[config.mk]
export PLATFORM = sky130hd
export DESIGN_NAME = counter2421_ctrl
export DESIGN_NICKNAME = d
export VERILOG_FILES = /design/src/rtl/counter2421_ctrl.sv
export SDC_FILE = /design/constraint.sdc
export NUM_CORES = 1
export LEC_CHECK = 0
export CAP_MARGIN = 25
export CORE_ASPECT_RATIO = 1.1
export CORE_UTILIZATION = 52
export DETAILED_ROUTE_END_ITERATION = 12
export PLACE_DENSITY_LB_ADDON = 0.12
export SETUP_SLACK_MARGIN = 0.2
export SLEW_MARGIN = 20
export SYNTH_ARGS = -nofsm -noshare
export SYNTH_HDL_FRONTEND = slang
export SYNTH_SLANG_ARGS = --single-unit
[constraint.sdc]
create_clock -name clk -period 3.25 [get_ports clk]
set_input_delay 0.325 -clock clk [delete_from_list [all_inputs] [get_ports clk]]
set_output_delay 0.325 -clock clk [all_outputs]
set_load 0.05 [all_outputs]
[src/rtl/counter2421_ctrl.sv]
// counter2421_ctrl: run/hold/clear sequencer for a cascade of 2421 (Aiken) coded decade digits
// with an internal tick prescaler, up/down ripple and terminal-count wrap-or-halt policy.
module counter2421_ctrl #(
    parameter int DIGITS   = 4,
    parameter int PRESCALE = 10,
    parameter int WRAP     = 1
) (
    input  logic                clk,
    input  logic                rst,
    input  logic                start,
    input  logic                stop,
    input  logic                clear,
    input  logic                load,
    input  logic [4*DIGITS-1:0] load_bcd,
    input  logic                up_dn,
    output logic [4*DIGITS-1:0] count_2421,
    output logic                running,
    output logic                done,
    output logic                tc,
    output logic                err
);
    localparam int PW = PRESCALE > 1 ? $clog2(PRESCALE) : 1;
    localparam logic [PW-1:0] P_MAX = PW'(PRESCALE - 1);
    localparam logic [1:0] S_IDLE = 2'd0;
    localparam logic [1:0] S_RUN  = 2'd1;
    localparam logic [1:0] S_HOLD = 2'd2;
    localparam logic [1:0] S_DONE = 2'd3;

    logic [1:0]          state_q, state_d;
    logic [4*DIGITS-1:0] cnt_q, cnt_d, nxt, enc_load;
    logic [PW-1:0]       pre_q, pre_d;
    logic                tc_q, tc_d, err_q, err_d;
    logic                valid, carry, tick;
    logic [3:0]          dg;

    // Aiken digits 5..9 are the BCD value offset by 6, 0..4 are identical.
    function automatic logic [3:0] enc(input logic [3:0] d);
        return d < 4'd5 ? d : d + 4'd6;
    endfunction

    function automatic logic [3:0] dec(input logic [3:0] a);
        return a < 4'd5 ? a : a - 4'd6;
    endfunction

    always_comb begin
        valid    = 1'b1;
        enc_load = '0;
        nxt      = cnt_q;
        carry    = 1'b1;
        dg       = '0;
        for (int i = 0; i < DIGITS; i++) begin
            if (load_bcd[4*i+:4] > 4'd9) valid = 1'b0;
            enc_load[4*i+:4] = enc(load_bcd[4*i+:4]);
            dg = dec(cnt_q[4*i+:4]);
            if (carry) begin
                if (up_dn) begin
                    carry = dg == 4'd9;
                    nxt[4*i+:4] = enc(carry ? 4'd0 : dg + 4'd1);
                end else begin
                    carry = dg == 4'd0;
                    nxt[4*i+:4] = enc(carry ? 4'd9 : dg - 4'd1);
                end
            end
        end
        tick    = state_q == S_RUN && pre_q == P_MAX;
        state_d = state_q;
        cnt_d   = cnt_q;
        pre_d   = pre_q;
        tc_d    = 1'b0;
        err_d   = 1'b0;
        if (clear) begin
            cnt_d   = '0;
            pre_d   = '0;
            state_d = S_IDLE;
        end else if (load) begin
            if (valid) begin
                cnt_d   = enc_load;
                pre_d   = '0;
                state_d = state_q == S_DONE ? S_HOLD : state_q;
            end else begin
                err_d = 1'b1;
            end
        end else if (stop) begin
            state_d = state_q == S_RUN ? S_HOLD : state_q;
        end else if (start && state_q == S_IDLE) begin
            state_d = S_RUN;
            pre_d   = '0;
        end else if (start && state_q == S_HOLD) begin
            state_d = S_RUN;
        end else if (state_q == S_RUN) begin
            pre_d = tick ? '0 : pre_q + PW'(1);
            if (tick) begin
                tc_d    = carry;
                cnt_d   = carry && WRAP == 0 ? cnt_q : nxt;
                state_d = carry && WRAP == 0 ? S_DONE : S_RUN;
            end
        end
    end

    always_ff @(posedge clk) begin
        if (rst) begin
            state_q <= S_IDLE;
            cnt_q   <= '0;
            pre_q   <= '0;
            tc_q    <= 1'b0;
            err_q   <= 1'b0;
        end else begin
            state_q <= state_d;
            cnt_q   <= cnt_d;
            pre_q   <= pre_d;
            tc_q    <= tc_d;
            err_q   <= err_d;
        end
    end

    assign count_2421 = cnt_q;
    assign running    = state_q == S_RUN;
    assign done       = state_q == S_DONE;
    assign tc         = tc_q;
    assign err        = err_q;
endmodule

==> impl_results.rst <==
.. list-table::
   :header-rows: 1

   * - Metric
     - Value
   * - Count of final hold-check violations
     - 0
   * - Wl on met1
     - 4520 um
   * - Number of clock sinks seen by CTS
     - 24
   * - CP Class
     - flop to flop
   * - Crit Reg-Reg Endpoint
     - count_2421[14]
   * - Critical Path Start Type
     - flop
   * - Number of antenna cells inserted
     - 0
   * - Net count reported at finish
     - 605
   * - Average size of a mapped cell
     - 6.753 um^2
   * - Post-detailed-route via-to-cell ratio
     - 6.326
   * - Setup-failing EPs final
     - 0
   * - Synth area leader
     - sky130_fd_sc_hd__dfxtp_1
   * - Worst r2r src
     - count_2421[6]
   * - Post-synth EDFFs
     - 0
   * - Input/output buffers
     - 42
   * - Power Density
     - 191.0 nW/um^2
   * - Number of different library cells in the post-synthesis netlist
     - 73
   * - Crit-path cells
     - ha_2 -> nand2b_1 -> or4_1 -> a21o_1 -> nor3_4 -> o31ai_2 -> a2111oi_0 -> nor3_1
   * - Die height
     - 89.91 um
   * - Top Family by Delay on Critical Path
     - simple AND/OR/NAND/NOR gates
   * - Post-place instance area
     - 4119 um^2
   * - Highest routed layer
     - met4
   * - Count of pins on the block boundary
     - 43
   * - Top cells by instance count after synthesis
     - sky130_fd_sc_hd__nor2_1, sky130_fd_sc_hd__o21ai_0, sky130_fd_sc_hd__a21oi_1
   * - Most frequent cell after synthesis
     - sky130_fd_sc_hd__nor2_1
   * - Min Tclk post-route
     - 2.817 ns
   * - Critical Path Fanout Max
     - 12
   * - Instance count on the critical path
     - 8
   * - Worst hold path class
     - flop to flop
   * - Status
     - finished, final reports clean
   * - Cells after synthesis
     - 541
   * - Final HPWL DP
     - 7302 um
   * - Required time of the critical path
     - 3.41 ns
   * - Setup crit end kind
     - flop
   * - DR WL/cell
     - 15.04 um
   * - Share of the synthesized area in the top cell type
     - 13.15%
   * - Setup skew after layout
     - 0.005389 ns
   * - Largest cells by area after synthesis
     - sky130_fd_sc_hd__dfxtp_1, sky130_fd_sc_hd__ha_1, sky130_fd_sc_hd__o21ai_0, sky130_fd_sc_hd__a21oi_1, sky130_fd_sc_hd__nor2_1
   * - Total iterations of the first detailed-routing run
     - 4
   * - Leakage power total
     - 1.488 nW
   * - Remaining routing DRC violations
     - 0
   * - Worst Setup SP
     - count_2421[6]
   * - Clock slew at the register clock pins of the worst setup and hold paths
     - 0.10 ns
   * - Global-route congestion overflow total
     - 0
   * - Post-Synthesis Cell Area
     - 3654 um^2
   * - Starting density of the core
     - 54.76%
   * - Die area
     - 7365 um^2
   * - WL final
     - 9653 um
   * - Relative slew slack
     - 50.73%
   * - Root buffer cell
     - sky130_fd_sc_hd__clkbuf_8
   * - Slack of the critical path
     - 0.4330 ns
   * - Net count of the mapped netlist
     - 585
   * - CP peak stage delay
     - 0.56 ns
   * - Tcrit/Tclk final
     - 86.68%
   * - Final weighted congestion in routability-driven placement
     - 0.9264
   * - Worst-Skew Late Latency
     - 0.28 ns
   * - RSZ-0062 raised after global routing
     - no
   * - Routed length on met3
     - 465 um
   * - Core region area
     - 6671 um^2
   * - Arrival @ worst endpoint
     - 2.97 ns
   * - Number of antenna violations at the first check in global routing
     - 0
   * - Count of filler cells inserted in the layout
     - 599
   * - Critical path buffer and inverter count
     - 0
   * - Post-route cell area
     - 4193 um^2
   * - CP max-delay cell
     - sky130_fd_sc_hd__dfxtp_1
   * - Maximum number of pins on one net before global-route repair
     - 28
   * - Number of synthesis warnings
     - 0
   * - Slew Limit Fails
     - 0
   * - Final TNS setup
     - 0 ns
   * - Clock tree from TritonCTS
     - built
   * - Max clock buf depth
     - 2
   * - Initial drt markers
     - 247
   * - Global-route usage over all layers
     - 27.18%
   * - Number of global-route vias before repair
     - 3577
   * - Max-capacitance violation count
     - 0
   * - Seq/Total Area, Yosys
     - 13.15%
   * - Transition at the pin with the smallest max-transition slack
     - 0.7204 ns
   * - Predominant post-synthesis flop cell
     - sky130_fd_sc_hd__dfxtp_1
   * - Worst R2R Setup Slack
     - 0.43 ns
   * - Post-synthesis register bit count
     - 24
   * - Share of cells above drive strength 1
     - 6.964%
   * - Maximum clock frequency
     - 355.0 MHz
   * - Number of vias after detailed routing
     - 4061
   * - Worst Setup Slack post-DPL
     - 0.3740 ns
   * - H-tree levels
     - 1
   * - Rows
     - 31
   * - Clock buffer count from CTS
     - 3
   * - Proportion of synthesized flip-flops having asynchronous set or reset
     - 0%
   * - Capture point of the worst path
     - count_2421[14]
   * - Global-route wire length before repair
     - 16510 um
   * - Number of cell instances on the worst register-to-register path
     - 8
   * - Synth-to-layout area growth
     - 14.76%
   * - Overall Power
     - 0.8007 mW
   * - Worst voltage drop across the vdd grid
     - 0.1706 mV
   * - Post-route ant nets
     - 0
   * - Detailed route wirelength on metal2
     - 4579 um
   * - Die width
     - 81.92 um
[worst register-to-register path: cells and delay by family, from the launching register on]
family / cells / cell delay (ns)
AO/OA/AOI/OAI: 3 / 0.78
adder cells (fa/ha/maj): 1 / 0.44
flip-flops: 1 / 0.56
AND/OR/NAND/NOR: 4 / 0.92
[cells in the final DEF, fill, tap and decap left out, drive strengths merged, types with 3 or more instances in the layout]
cell type      instances
o21ai                 57
nor2                  51
a21oi                 44
clkdlybuf4s50         42
nand2                 33
dfxtp                 24
inv                   24
nor3                  22
ha                    21
nand3                 18
nand2b                16
buf                   16
a211oi                15
mux2i                 15
nor2b                 12
o22ai                  9
xnor2                  9
a31oi                  8
or3                    7
o31ai                  7
or2                    7
o221ai                 6
xor2                   6
o211ai                 6
and2                   5
a221oi                 5
a2111oi                5
o21a                   4
a21o                   4
a22oi                  4
a211o                  4
o31a                   4
nand4                  4
nor3b                  3
nor4b                  3
and3                   3
clkbuf                 3
[metrics by stage]
step / hold slack (ns) / utilization, % / std cells
2_1_floorplan: 0.4542 / - / 541
3_3_place_gp: 0.4622 / 61.74 / 638
3_5_place_dp: 0.4730 / 61.74 / 638
4_1_cts: 0.4860 / 62.81 / 642
5_1_grt: 0.5467 / 62.85 / 642
6_report: 0.4866 / 62.85 / 642
[kinds of logic after synthesis]
| family | synth area share (%) |
|---|---|
| buffers and inverters | 7.329 |
| AOI/OAI and AO/OA | 36.95 |
| adders and majority gates | 7.466 |
| and+or+nand+nor | 27.09 |
| xor gates and xnor gates | 3.596 |
| DFF | 13.15 |
| muxes | 4.418 |
[sequential cells by signal, summed over array words and instances (netlist names)]
register / count
err: 1
count_2421: 16
state_q: 2
pre_q: 4
tc: 1
[power breakdown]
part	switching [mW]	total (mW)	internal, mW
clock network	0.108	0.273	0.165
registers	0.00607	0.303	0.297
logic	0.129	0.224	0.0955
[per-layer routing]
metal  vias up  GRT usage [%]
met1      1864          39.45
li1       2063              -
met4         0          4.386
met5         -              0
met3         9          1.929
met2       125          43.87
[cell type report]
class,instances,area [um^2],share of cell area (%)
Timing Repair Buffer,58,540.5,12.89
Clock inverter,1,30.03,0.7162
Multi-Input combinational cell,450,2908,69.35
Inverter,24,90.09,2.149
Tap cell,82,102.6,2.447
Clock buffer,3,41.29,0.9848
Sequential cell,24,480.5,11.46
[worst min path at each step]
stage	start	end	slack, ns	cells past startpoint
after detailed placement	pre_q[3]	pre_q[3]	0.47	2
after global routing	pre_q[3]	pre_q[3]	0.55	2
after global placement	pre_q[3]	pre_q[3]	0.46	2
after CTS	pre_q[3]	pre_q[3]	0.49	2
after floorplan	pre_q[3]	pre_q[3]	0.45	2
final	pre_q[3]	pre_q[3]	0.49	2
[timing repair]
action | in CTS | in global routing
setup endpoints to repair | 0 | 4
gates resized for setup | 0 | 1
setup buffers | 0 | 0
hold buffers | 0 | 0
Note: power is estimated with default switching activity, not from simulation.
